## src/rtl/mips_pkg.sv

```systemverilog
// Shared encodings for the multicycle MIPS control path: opcodes, FSM
// states and the select/operation codes driven towards the datapath.
package mips_pkg;

  // Primary opcodes (instruction[31:26]) the controller understands
  localparam logic [5:0] OP_RTYPE = 6'b000000;
  localparam logic [5:0] OP_LW    = 6'b100011;
  localparam logic [5:0] OP_SW    = 6'b101011;
  localparam logic [5:0] OP_BEQ   = 6'b000100;
  localparam logic [5:0] OP_J     = 6'b000010;
  localparam logic [5:0] OP_ADDI  = 6'b001000;

  // Controller states; the numeric values are visible on the debug port
  typedef enum logic [3:0] {
    S_IDLE      = 4'd0,
    S_FETCH     = 4'd1,
    S_DECODE    = 4'd2,
    S_MEM_ADR   = 4'd3,
    S_MEM_READ  = 4'd4,
    S_MEM_WB    = 4'd5,
    S_MEM_WRITE = 4'd6,
    S_EXECUTE   = 4'd7,
    S_ALU_WB    = 4'd8,
    S_BRANCH    = 4'd9,
    S_JUMP      = 4'd10,
    S_ADDI_EX   = 4'd11,
    S_ADDI_WB   = 4'd12
  } state_t;

  // Operation request to the ALU control block
  localparam logic [1:0] ALU_OP_ADD   = 2'b00;
  localparam logic [1:0] ALU_OP_SUB   = 2'b01;
  localparam logic [1:0] ALU_OP_FUNCT = 2'b10;

  // Second ALU operand select
  localparam logic [1:0] SRC_B_REG     = 2'b00;
  localparam logic [1:0] SRC_B_FOUR    = 2'b01;
  localparam logic [1:0] SRC_B_IMM     = 2'b10;
  localparam logic [1:0] SRC_B_IMM_SH2 = 2'b11;

  // Next-PC source select
  localparam logic [1:0] PC_SRC_ALU    = 2'b00;
  localparam logic [1:0] PC_SRC_ALUOUT = 2'b01;
  localparam logic [1:0] PC_SRC_JUMP   = 2'b10;

  // True for every opcode that has an execution path in the FSM
  function automatic logic is_supported(input logic [5:0] op);
    return (op == OP_RTYPE) || (op == OP_LW) || (op == OP_SW) ||
           (op == OP_BEQ) || (op == OP_J) || (op == OP_ADDI);
  endfunction

endpackage

```

## src/rtl/multicycle_ctrl.sv

```systemverilog
// Moore control FSM for a multicycle MIPS subset (R-type, lw, sw, beq, j,
// addi). Control outputs are decoded from the state register; only the
// memory-handshake dependent strobes and the illegal-opcode pulse also look
// at mem_ready / opcode in the cycle they are produced.
module multicycle_ctrl
  import mips_pkg::*;
#(
  parameter bit MEM_HANDSHAKE = 1'b1
) (
  input  logic       clk,
  input  logic       rst,
  input  logic [5:0] opcode,
  input  logic       mem_ready,
  output logic       pc_write,
  output logic       pc_write_cond,
  output logic       i_or_d,
  output logic       mem_read,
  output logic       mem_write,
  output logic       ir_write,
  output logic       mem_to_reg,
  output logic       reg_dst,
  output logic       reg_write,
  output logic       alu_src_a,
  output logic [1:0] alu_src_b,
  output logic [1:0] alu_op,
  output logic [1:0] pc_source,
  output logic       instr_done,
  output logic       illegal_op,
  output logic [3:0] state
);

  state_t state_reg;
  logic   ready;

  // Without the handshake every memory access completes in one cycle
  assign ready = MEM_HANDSHAKE ? mem_ready : 1'b1;
  assign state = state_reg;

  // State register and next-state selection; opcode only matters in DECODE and MEM_ADR
  always_ff @(posedge clk or posedge rst) begin
    if (rst) begin
      state_reg <= S_IDLE;
    end else begin
      case (state_reg)
        S_IDLE:      state_reg <= S_FETCH;
        S_FETCH:     if (ready) state_reg <= S_DECODE;
        S_DECODE: begin
          case (opcode)
            OP_RTYPE:      state_reg <= S_EXECUTE;
            OP_LW, OP_SW:  state_reg <= S_MEM_ADR;
            OP_BEQ:        state_reg <= S_BRANCH;
            OP_J:          state_reg <= S_JUMP;
            OP_ADDI:       state_reg <= S_ADDI_EX;
            default:       state_reg <= S_FETCH;
          endcase
        end
        S_MEM_ADR:   state_reg <= (opcode == OP_LW) ? S_MEM_READ : S_MEM_WRITE;
        S_MEM_READ:  if (ready) state_reg <= S_MEM_WB;
        S_MEM_WB:    state_reg <= S_FETCH;
        S_MEM_WRITE: if (ready) state_reg <= S_FETCH;
        S_EXECUTE:   state_reg <= S_ALU_WB;
        S_ALU_WB:    state_reg <= S_FETCH;
        S_BRANCH:    state_reg <= S_FETCH;
        S_JUMP:      state_reg <= S_FETCH;
        S_ADDI_EX:   state_reg <= S_ADDI_WB;
        S_ADDI_WB:   state_reg <= S_FETCH;
        default:     state_reg <= S_FETCH;  // recover from unused encodings
      endcase
    end
  end

  // Output decode: everything low unless the current state asks for it
  always_comb begin
    pc_write      = 1'b0;
    pc_write_cond = 1'b0;
    i_or_d        = 1'b0;
    mem_read      = 1'b0;
    mem_write     = 1'b0;
    ir_write      = 1'b0;
    mem_to_reg    = 1'b0;
    reg_dst       = 1'b0;
    reg_write     = 1'b0;
    alu_src_a     = 1'b0;
    alu_src_b     = SRC_B_REG;
    alu_op        = ALU_OP_ADD;
    pc_source     = PC_SRC_ALU;
    instr_done    = 1'b0;
    illegal_op    = 1'b0;
    case (state_reg)
      S_FETCH: begin
        mem_read  = 1'b1;
        alu_src_b = SRC_B_FOUR;
        // IR and PC+4 commit only when the instruction word is actually there
        ir_write  = ready;
        pc_write  = ready;
      end
      S_DECODE: begin
        alu_src_b  = SRC_B_IMM_SH2;  // speculative branch target into ALUOut
        illegal_op = ~is_supported(opcode);
      end
      S_MEM_ADR: begin
        alu_src_a = 1'b1;
        alu_src_b = SRC_B_IMM;
      end
      S_MEM_READ: begin
        i_or_d   = 1'b1;
        mem_read = 1'b1;
      end
      S_MEM_WB: begin
        mem_to_reg = 1'b1;
        reg_write  = 1'b1;
        instr_done = 1'b1;
      end
      S_MEM_WRITE: begin
        i_or_d     = 1'b1;
        mem_write  = 1'b1;
        instr_done = ready;
      end
      S_EXECUTE: begin
        alu_src_a = 1'b1;
        alu_op    = ALU_OP_FUNCT;
      end
      S_ALU_WB: begin
        reg_dst    = 1'b1;
        reg_write  = 1'b1;
        instr_done = 1'b1;
      end
      S_BRANCH: begin
        alu_src_a     = 1'b1;
        alu_op        = ALU_OP_SUB;
        pc_source     = PC_SRC_ALUOUT;
        pc_write_cond = 1'b1;
        instr_done    = 1'b1;
      end
      S_JUMP: begin
        pc_source  = PC_SRC_JUMP;
        pc_write   = 1'b1;
        instr_done = 1'b1;
      end
      S_ADDI_EX: begin
        alu_src_a = 1'b1;
        alu_src_b = SRC_B_IMM;
      end
      S_ADDI_WB: begin
        reg_write  = 1'b1;
        instr_done = 1'b1;
      end
      default: ;  // IDLE and unused encodings keep every output low
    endcase
  end

endmodule

```

## config.mk

```make
export PLATFORM = sky130hd
export DESIGN_NAME = multicycle_ctrl
export DESIGN_NICKNAME = d
export VERILOG_FILES = /design/src/rtl/mips_pkg.sv /design/src/rtl/multicycle_ctrl.sv
export SDC_FILE = /design/constraint.sdc
export NUM_CORES = 1
export LEC_CHECK = 0
export BUFFER_PORTS_ARGS = -buffer_cell sky130_fd_sc_hd__buf_2
export CAP_MARGIN = 30
export CORE_MARGIN = 2
export CORE_UTILIZATION = 42
export CTS_BUF_LIST = sky130_fd_sc_hd__clkbuf_16
export DETAILED_ROUTE_END_ITERATION = 10
export PLACE_DENSITY = 0.75
export SYNTH_ARGS = -nofsm -noshare
export SYNTH_HDL_FRONTEND = slang
export SYNTH_SLANG_ARGS = --single-unit
```

## constraint.sdc

```tcl
create_clock -name clk -period 1.8 [get_ports clk]
set_clock_uncertainty 0.15 [all_clocks]
set_input_delay 0.09 -clock clk [delete_from_list [all_inputs] [get_ports clk]]
set_output_delay 0.09 -clock clk [all_outputs]
set_load 0.01 [all_outputs]
```

Word level (Yosys, flattened, before mapping):

Cells that the tools add are included.

* bits in registers: 4
* output and inout port bits: 22
* logic and storage cells: 57

* equality and inequality tests: 20
* muxes and demuxes: 21
* bitwise gates (word level): 1
* reductions and logical operators: 14

Operators with widths (count)
* $pmux W4 S7: 1
* $eq A4 B4 Y1 const B: 5
* $pmux W4 S5: 1
* $eq A4 B3 Y1 const B: 4
* $eq A6 B6 Y1 const B: 2
* $mux W4: 3
* $mux W1: 10
* $eq A4 B2 Y1 const B: 2
* $pmux W2 S2: 2
* $reduce_or A2 Y1: 4
* $eq A6 B2 Y1 const B: 1
* $eq A6 B3 Y1 const B: 1
* $eq A6 B4 Y1 const B: 1
* $logic_not A6 Y1: 1
* $ne A2 B2 Y1 const B: 3
* $pmux W2 S3: 1
* $logic_or A1 B1 Y1: 5
* $reduce_or A5 Y1: 1
* $eq A4 B1 Y1 const B: 1
* $pmux W1 S2: 2
* $reduce_or A4 Y1: 1
* $reduce_and A3 Y1: 1
* $reduce_or A3 Y1: 1
* $mux W2: 1
* $not A1 Y1: 1

Logic depth before layout (Yosys ltp):

Gate-level depths: netlist (run 1).

* word-level depth: 8
* gate-level depth with buffers: 5
* mapped depth without buffers: 4

Worst setup path after synthesis (run 1):

OpenSTA, ideal clock, no wires.

* kind: reg2reg
* from: reg state_reg[2] (netlist: state[2])
* to: reg state_reg[1] (netlist: state[1])
* library setup time: 0.101 ns
* arrival time: 1.330 ns
* data required time: 1.549 ns
* path slack: 0.220 ns
* stages on the path, launching flop included: 5
* buffers on the path: 0
* period minus slack after synthesis: 1.580 ns
* cells stage by stage: dfrtp_1 or4b_4 a2111oi_4 a31oi_1 o32ai_1

* longest elaborated chain between the ends: 3

Ends and longest elaborated chain
* start, declared: RTL line multicycle_ctrl.sv:32 `state_t state_reg;`
* start signal, assigned: RTL line multicycle_ctrl.sv:57 `S_MEM_ADR: state_reg <= (opcode == OP_LW) ? S_MEM_READ : S_MEM_WRITE;`
* $eq A4 B3 Y1 / $eq A4 B1 Y1 (equally long branches): RTL line multicycle_ctrl.sv:44 `case (state_reg)`
* $ne A2 B2 Y1 (no source line)
* $reduce_and A3 Y1 (no source line)

Several ways; a longest one is shown, not always the timed one.
A chain may end at the register's enable or synchronous reset.

Worst setup path after layout (run 1):

* from: reg state_reg[0] (netlist: state[0])
* to: out illegal_op

* longest elaborated chain between the ends: 2

Ends and longest elaborated chain
* $eq A4 B2 Y1: RTL line multicycle_ctrl.sv:89 `case (state_reg)`
* $mux W1: RTL line multicycle_ctrl.sv:89
* end, declared: RTL line multicycle_ctrl.sv:28 `output logic illegal_op,`

Every way passes these cells.

==> flow_summary_export.csv, run 1 <==
group,metric,value,unit
min_path,hold_path.class,"in -> reg",
floorplanning,die-area,1620,um2
floorplanning,fp-row-count,13,
routing,via_per_inst,5.57,
flow_run,max-cap-violations,0,
timing,setup_viol,0,
status,status,"complete, no violations",
clocking,clkTransAtPathRegs,0.03,ns
clocking,cts_tree,"built",
global_route,grt_pass1_vias,592,
clocking,clock_latency,0.23,ns
timing,max_slew_margin,0.776,
logic_synthesis,ys_warn_count,0,
floorplanning,core_area,1270,um2
routing,vias,719,
power,powerDensity,1550,nW/um2
logic_synthesis,synth_area,553,um2
layout,diodes,0,
clocking,cts.sinks,4,
routing,ant_nets,0,
floorplanning,die_x,40.3,um
logic_synthesis,syn_nets,88,
clocking,cts-root-buf,"clkbuf_16",
worst_setup_path,crit_required,1.56,ns
logic_synthesis,synthDistinctLibCells,32,
placed_design,place_inst,123,
placed_design,port_buffers,30,
timing,period_needed,1.78,ns
logic_synthesis,synth_area_per_cell,7.00,um2
layout,syn_to_final_growth,51.4,%
worst_setup_path,arrival,1.54,ns
routing,wl_per_cell,13.1,um
timing,hold_viol,0,
layout,finalNonFillerCells,129,
logic_synthesis,async_flop_share,1.00,
layout,drive_above_1_share,0.395,
timing,worst_slew_pin_slew,0.334,ns
worst_setup_path,worstPathMaxFanout,3,
global_route,antenna_found_initial,0,
power,ir_drop,690,uV
timing,slew_violations,0,
power,p_leak,0.420,nW
floorplanning,start_util,0.436,
timing,fmax,0.563,GHz
floorplanning,die_h,40.3,um
clocking,htree_levels,1,
timing,setup-tns-final,0,ns
clocking,clockBufferDepth,2,
floorplanning,ios,31,
logic_synthesis,synth.yosys.seq_area_share,0.181,
placed_design,gp_congestion,0.769,
clocking,cts_inserted_buffers,3,
logic_synthesis,postSynthCellCount,79,
layout,fin_util,0.660,
placed_design,hpwl,1190,um
global_route,grt_pass1_wl,2550,um
layout,largest_reg_flops,4,
timing,finalCritPeriodShare,0.988,
worst_setup_path,start_kind,"flop",
routing,wirelength,1680,um
worst_setup_path,crit_type,"reg -> out",
logic_synthesis,ys_ff_latch,4,
routing,dr.pass1.iters,4,
worst_setup_path,endpoint_kind,"output port",
global_route,grt_start_max_net_pins,15,
timing,timing.hold.ws,0.153,ns
logic_synthesis,synth-main-ff-cell,"dfrtp_1",
global_route,grt_usage,0.239,
logic_synthesis,synth-edff-count,0,
routing,drt_iter0_drc,19,
layout,nets,125,
global_route,grt.overflow.total,0,
routing,post-route-drc-count,0,
==> layout make-up <==
cell class              instances  area (um2)
repair buffers                 38         219
inverters                       2        7.51
well taps                      15        18.8
multi-input cells              67         417
fillers                       100         432
flip-flops and latches          4         100
clock buffers                   3        75.1
==> path summary, 6_finish.rpt <==
path                       startpoint    endpoint  slack [ns]  cells past startpoint
max                          state[0]  illegal_op        0.02                      4
max reg2reg                  state[0]    state[1]        0.09                      5
min                         opcode[1]    state[0]        0.15                      4
min reg2reg                  state[1]    state[3]        0.44                      1
min in group asynchronous         rst    state[1]        0.16                      3
max in group asynchronous         rst    state[3]        1.17                      3
==> per-stage QoR <==
stage          power, mW  cell area, um2  setup slack, ns
4_1_cts             1.26             823           0.0452
2_1_floorplan      0.641             553            0.220
5_1_grt             1.39             837          -0.0182
6_report            1.30             837           0.0224
3_5_place_dp       0.901             728            0.234
3_3_place_gp       0.887             728            0.249
==> cells in the final DEF, fill, tap and decap left out, types with 3 or more instances in the layout <==
cell       count
buf_2         30
nor2_1        14
a21oi_1        8
o21ai_0        6
nand2b_1       5
buf_4          5
dfrtp_1        4
nor3_1         3
nor2b_1        3
clkbuf_16      3
==> power breakdown <==
part	internal (mW)	total [mW]	switching (mW)
Combinational	0.358	0.795	0.437
Clock	0.284	0.354	0.0699
Sequential	0.122	0.149	0.0270
==> Yosys cell counts (3+ instances only) <==
cell type	number	area, um2
nor3_1	3	15.0
nor2b_1	3	18.8
nor2_1	14	52.6
a21oi_1	8	40.0
buf_2	4	20.0
dfrtp_1	4	100
o21ai_0	6	30.0
nand2b_1	6	37.5
==> cells by family (layout without fill, tap and decap cells) <==
family,after synthesis,in the layout,share of synthesized area
XOR/XNOR,2,2,0.0317
buffers and inverters,8,43,0.0701
AND/OR/NAND/NOR,40,40,0.396
AO/OA/AOI/OAI,25,25,0.321
flip-flops,4,4,0.181
==> routing by layer <==
metal,part of all wire,vias to the layer above,global-route usage
met1,0.44,325,0.284
li1,-,352,-
met2,0.48,39,0.403
met4,0.0071,0,0.142
met5,0,-,0
met3,0.074,3,0.0333
==> what timing repair did <==
item | 4_1_cts | 5_1_grt
setup buffers | 0 | 1
gates resized for setup | 0 | 2
endpoints found under the setup margin | 0 | 1
endpoints found under the hold margin | 5 | 0
hold buffers | 2 | 0
==> worst max-delay path, cell delays in order, from the launching register on <==
cell	delay [ns]
dfrtp_1	0.39
buf_4	0.14
or4b_4	0.51
a21oi_1	0.13
buf_2	0.14
Note: power is estimated with default switching activity, not from simulation.
==> run 2: changes to the inputs <==
CTS_CLUSTER_SIZE = 14   (was unset)
RECOVER_POWER = 50   (was unset)
clock period = 2 ns   (was 1.8 ns; I/O delays follow)
==> run 2 against run 1 <==
  * Sequential share of layout area is 0.62 points higher
  * Critical path depth is 1 higher
  * Final cell count is 2.3% lower
  * Highest routed layer unchanged
  * Hold slack worse by 0.13 ns
  * Largest cell class unchanged
  * Power is 17% lower
==> flow_summary_export.csv, run 2 (synthesis gave the netlist of run 1 again) <==
group,metric,value,unit
layout,nets,122,
clocking,cts-root-buf,"clkbuf_16",
floorplanning,die-area,1620,um2
timing,worst_slew_pin_slew,0.331,ns
floorplanning,start_util,0.436,
worst_setup_path,start_kind,"flop",
routing,dr.pass1.iters,4,
layout,finalNonFillerCells,126,
placed_design,place_ws,0.288,ns
layout,final_common_cell,"buf_2",
timing,max_slew_margin,0.777,
floorplanning,die_x,40.3,um
power,switching_share,0.408,
layout,drive_above_1_share,0.306,
layout,syn_to_final_growth,43.9,%
worst_setup_path,endpoint_kind,"output port",
global_route,grt.overflow.total,0,
floorplanning,core_area,1270,um2
timing,slew_violations,0,
layout,diodes,0,
routing,ant_nets,0,
global_route,grt_pass1_vias,551,
global_route,grt_start_max_net_pins,15,
clocking,htree_levels,1,
floorplanning,ios,31,
timing,timing.hold.ws,0.0276,ns
layout,finalInstanceArea,796,um2
min_path,hold_path.class,"in -> reg",
timing,rsz0062_at_grt,"no",
power,powerDensity,1360,nW/um2
clocking,cts.sinks,4,
timing,setup_viol,0,
layout,final_cell_mix,"22 x buf_2, 14 x nor2_1, 8 x a21oi_1, 8 x clkbuf_1",
timing,setup_ws,0.144,ns
clocking,cts_inserted_buffers,3,
floorplanning,die_h,40.3,um
placed_design,place_inst,122,
clocking,clock_latency,0.22,ns
flow_run,max-cap-violations,0,
worst_setup_path,crit_required,1.75,ns
routing,wirelength,1430,um
routing,vias,687,
power,seq_power_share,0.134,
clocking,clockBufferDepth,2,
placed_design,hpwl,1120,um
placed_design,port_buffers,30,
routing,drt_iter0_drc,5,
timing,hold_viol,0,
clocking,post_cts_buffers,0,
worst_setup_path,arrival,1.61,ns
timing,fmax,0.539,GHz
routing,wl_per_cell,11.3,um
timing,setup-tns-final,0,ns
worst_setup_path,worstPathMaxFanout,14,
clocking,cts_tree,"built",
power,p_leak,0.375,nW
worst_setup_path,crit_type,"reg -> out",
clocking,clkTransAtPathRegs,0.03,ns
global_route,antenna_found_initial,0,
power,p_sw,442,uW
layout,largest_reg_flops,4,
routing,via_per_inst,5.45,
power,pwr-share-comb,0.580,
timing,period_needed,1.86,ns
status,status,"complete, no violations",
floorplanning,fp-row-count,13,
global_route,grt_usage,0.210,
power,clock_power_share,0.285,
power,ir_drop,853,uV
global_route,grt_pass1_wl,2280,um
routing,post-route-drc-count,0,
timing,finalCritPeriodShare,0.928,
placed_design,gp_congestion,0.803,
power,internal-power,641,uW
placed_design,dpl_cell_area,721,um2
==> run 2: cell types whose count changed in the layout (fill, tap and decap cells not counted) <==
cell	previous run	this run
buf_6	1	0
buf_2	30	22
dlygate4sd3_1	2	1
nand2b_1	5	6
clkbuf_1	0	8
buf_4	5	4
nand2b_2	1	0
==> run 2: repair_timing <==
action                                  4_1_cts  5_1_grt
hold endpoints to repair                      4        0
endpoints found under the setup margin        0        0
resized for setup                             0        0
hold buffers                                  1        0
==> run 2: stage by stage <==
| step | util | power, mW |
|---|---|---|
| after floorplan | - | 0.577 |
| after global placement | 0.568 | 0.780 |
| after detailed placement | 0.568 | 0.790 |
| after CTS | 0.635 | 1.10 |
| after global routing | 0.627 | 1.18 |
| final | 0.627 | 1.08 |
==> run 2: worst max-delay path, stage by stage, from the launching register on <==
cell and delay [ns]:
dfrtp_1 0.43, buf_4 0.21, nor2b_1 0.14, and3_1 0.18
or2_2 0.28, buf_2 0.14
==> run 2: metal layers <==
layer / share of wire / GRT usage / wire [um]
met1: 0.45 / 0.238 / 646
met4: 0.024 / 0.0833 / 34
met2: 0.45 / 0.371 / 639
met3: 0.076 / 0.0556 / 109
met5: 0 / 0 / 0
==> run 2: power by group through the flow <==
stage	registers, mW	clock network [mW]	logic, mW
floorplan	0.151	0	0.425
global placement	0.143	0	0.637
detailed placement	0.147	0	0.643
CTS	0.146	0.312	0.644
global route	0.153	0.318	0.704
finish	0.146	0.309	0.628
==> run 2: path summary, 6_finish.rpt <==
kind	from	to	slack, ns	cells past startpoint
max in group asynchronous	rst	state[3]	1.39	3
hold reg to reg	state[1]	state[3]	0.48	1
hold / removal	mem_ready	state[1]	0.03	2
setup / recovery	state[0]	pc_write	0.14	5
min in group asynchronous	rst	state[2]	0.16	3
setup reg to reg	state[0]	state[1]	0.30	4
==> run 2: final cells by class <==
class	count	area (um2)
fill	121	473
sequential	4	100
multi-input combinational	67	414
clock buffer	3	75.1
tap	15	18.8
timing repair buffer	35	180
inverter	2	7.51
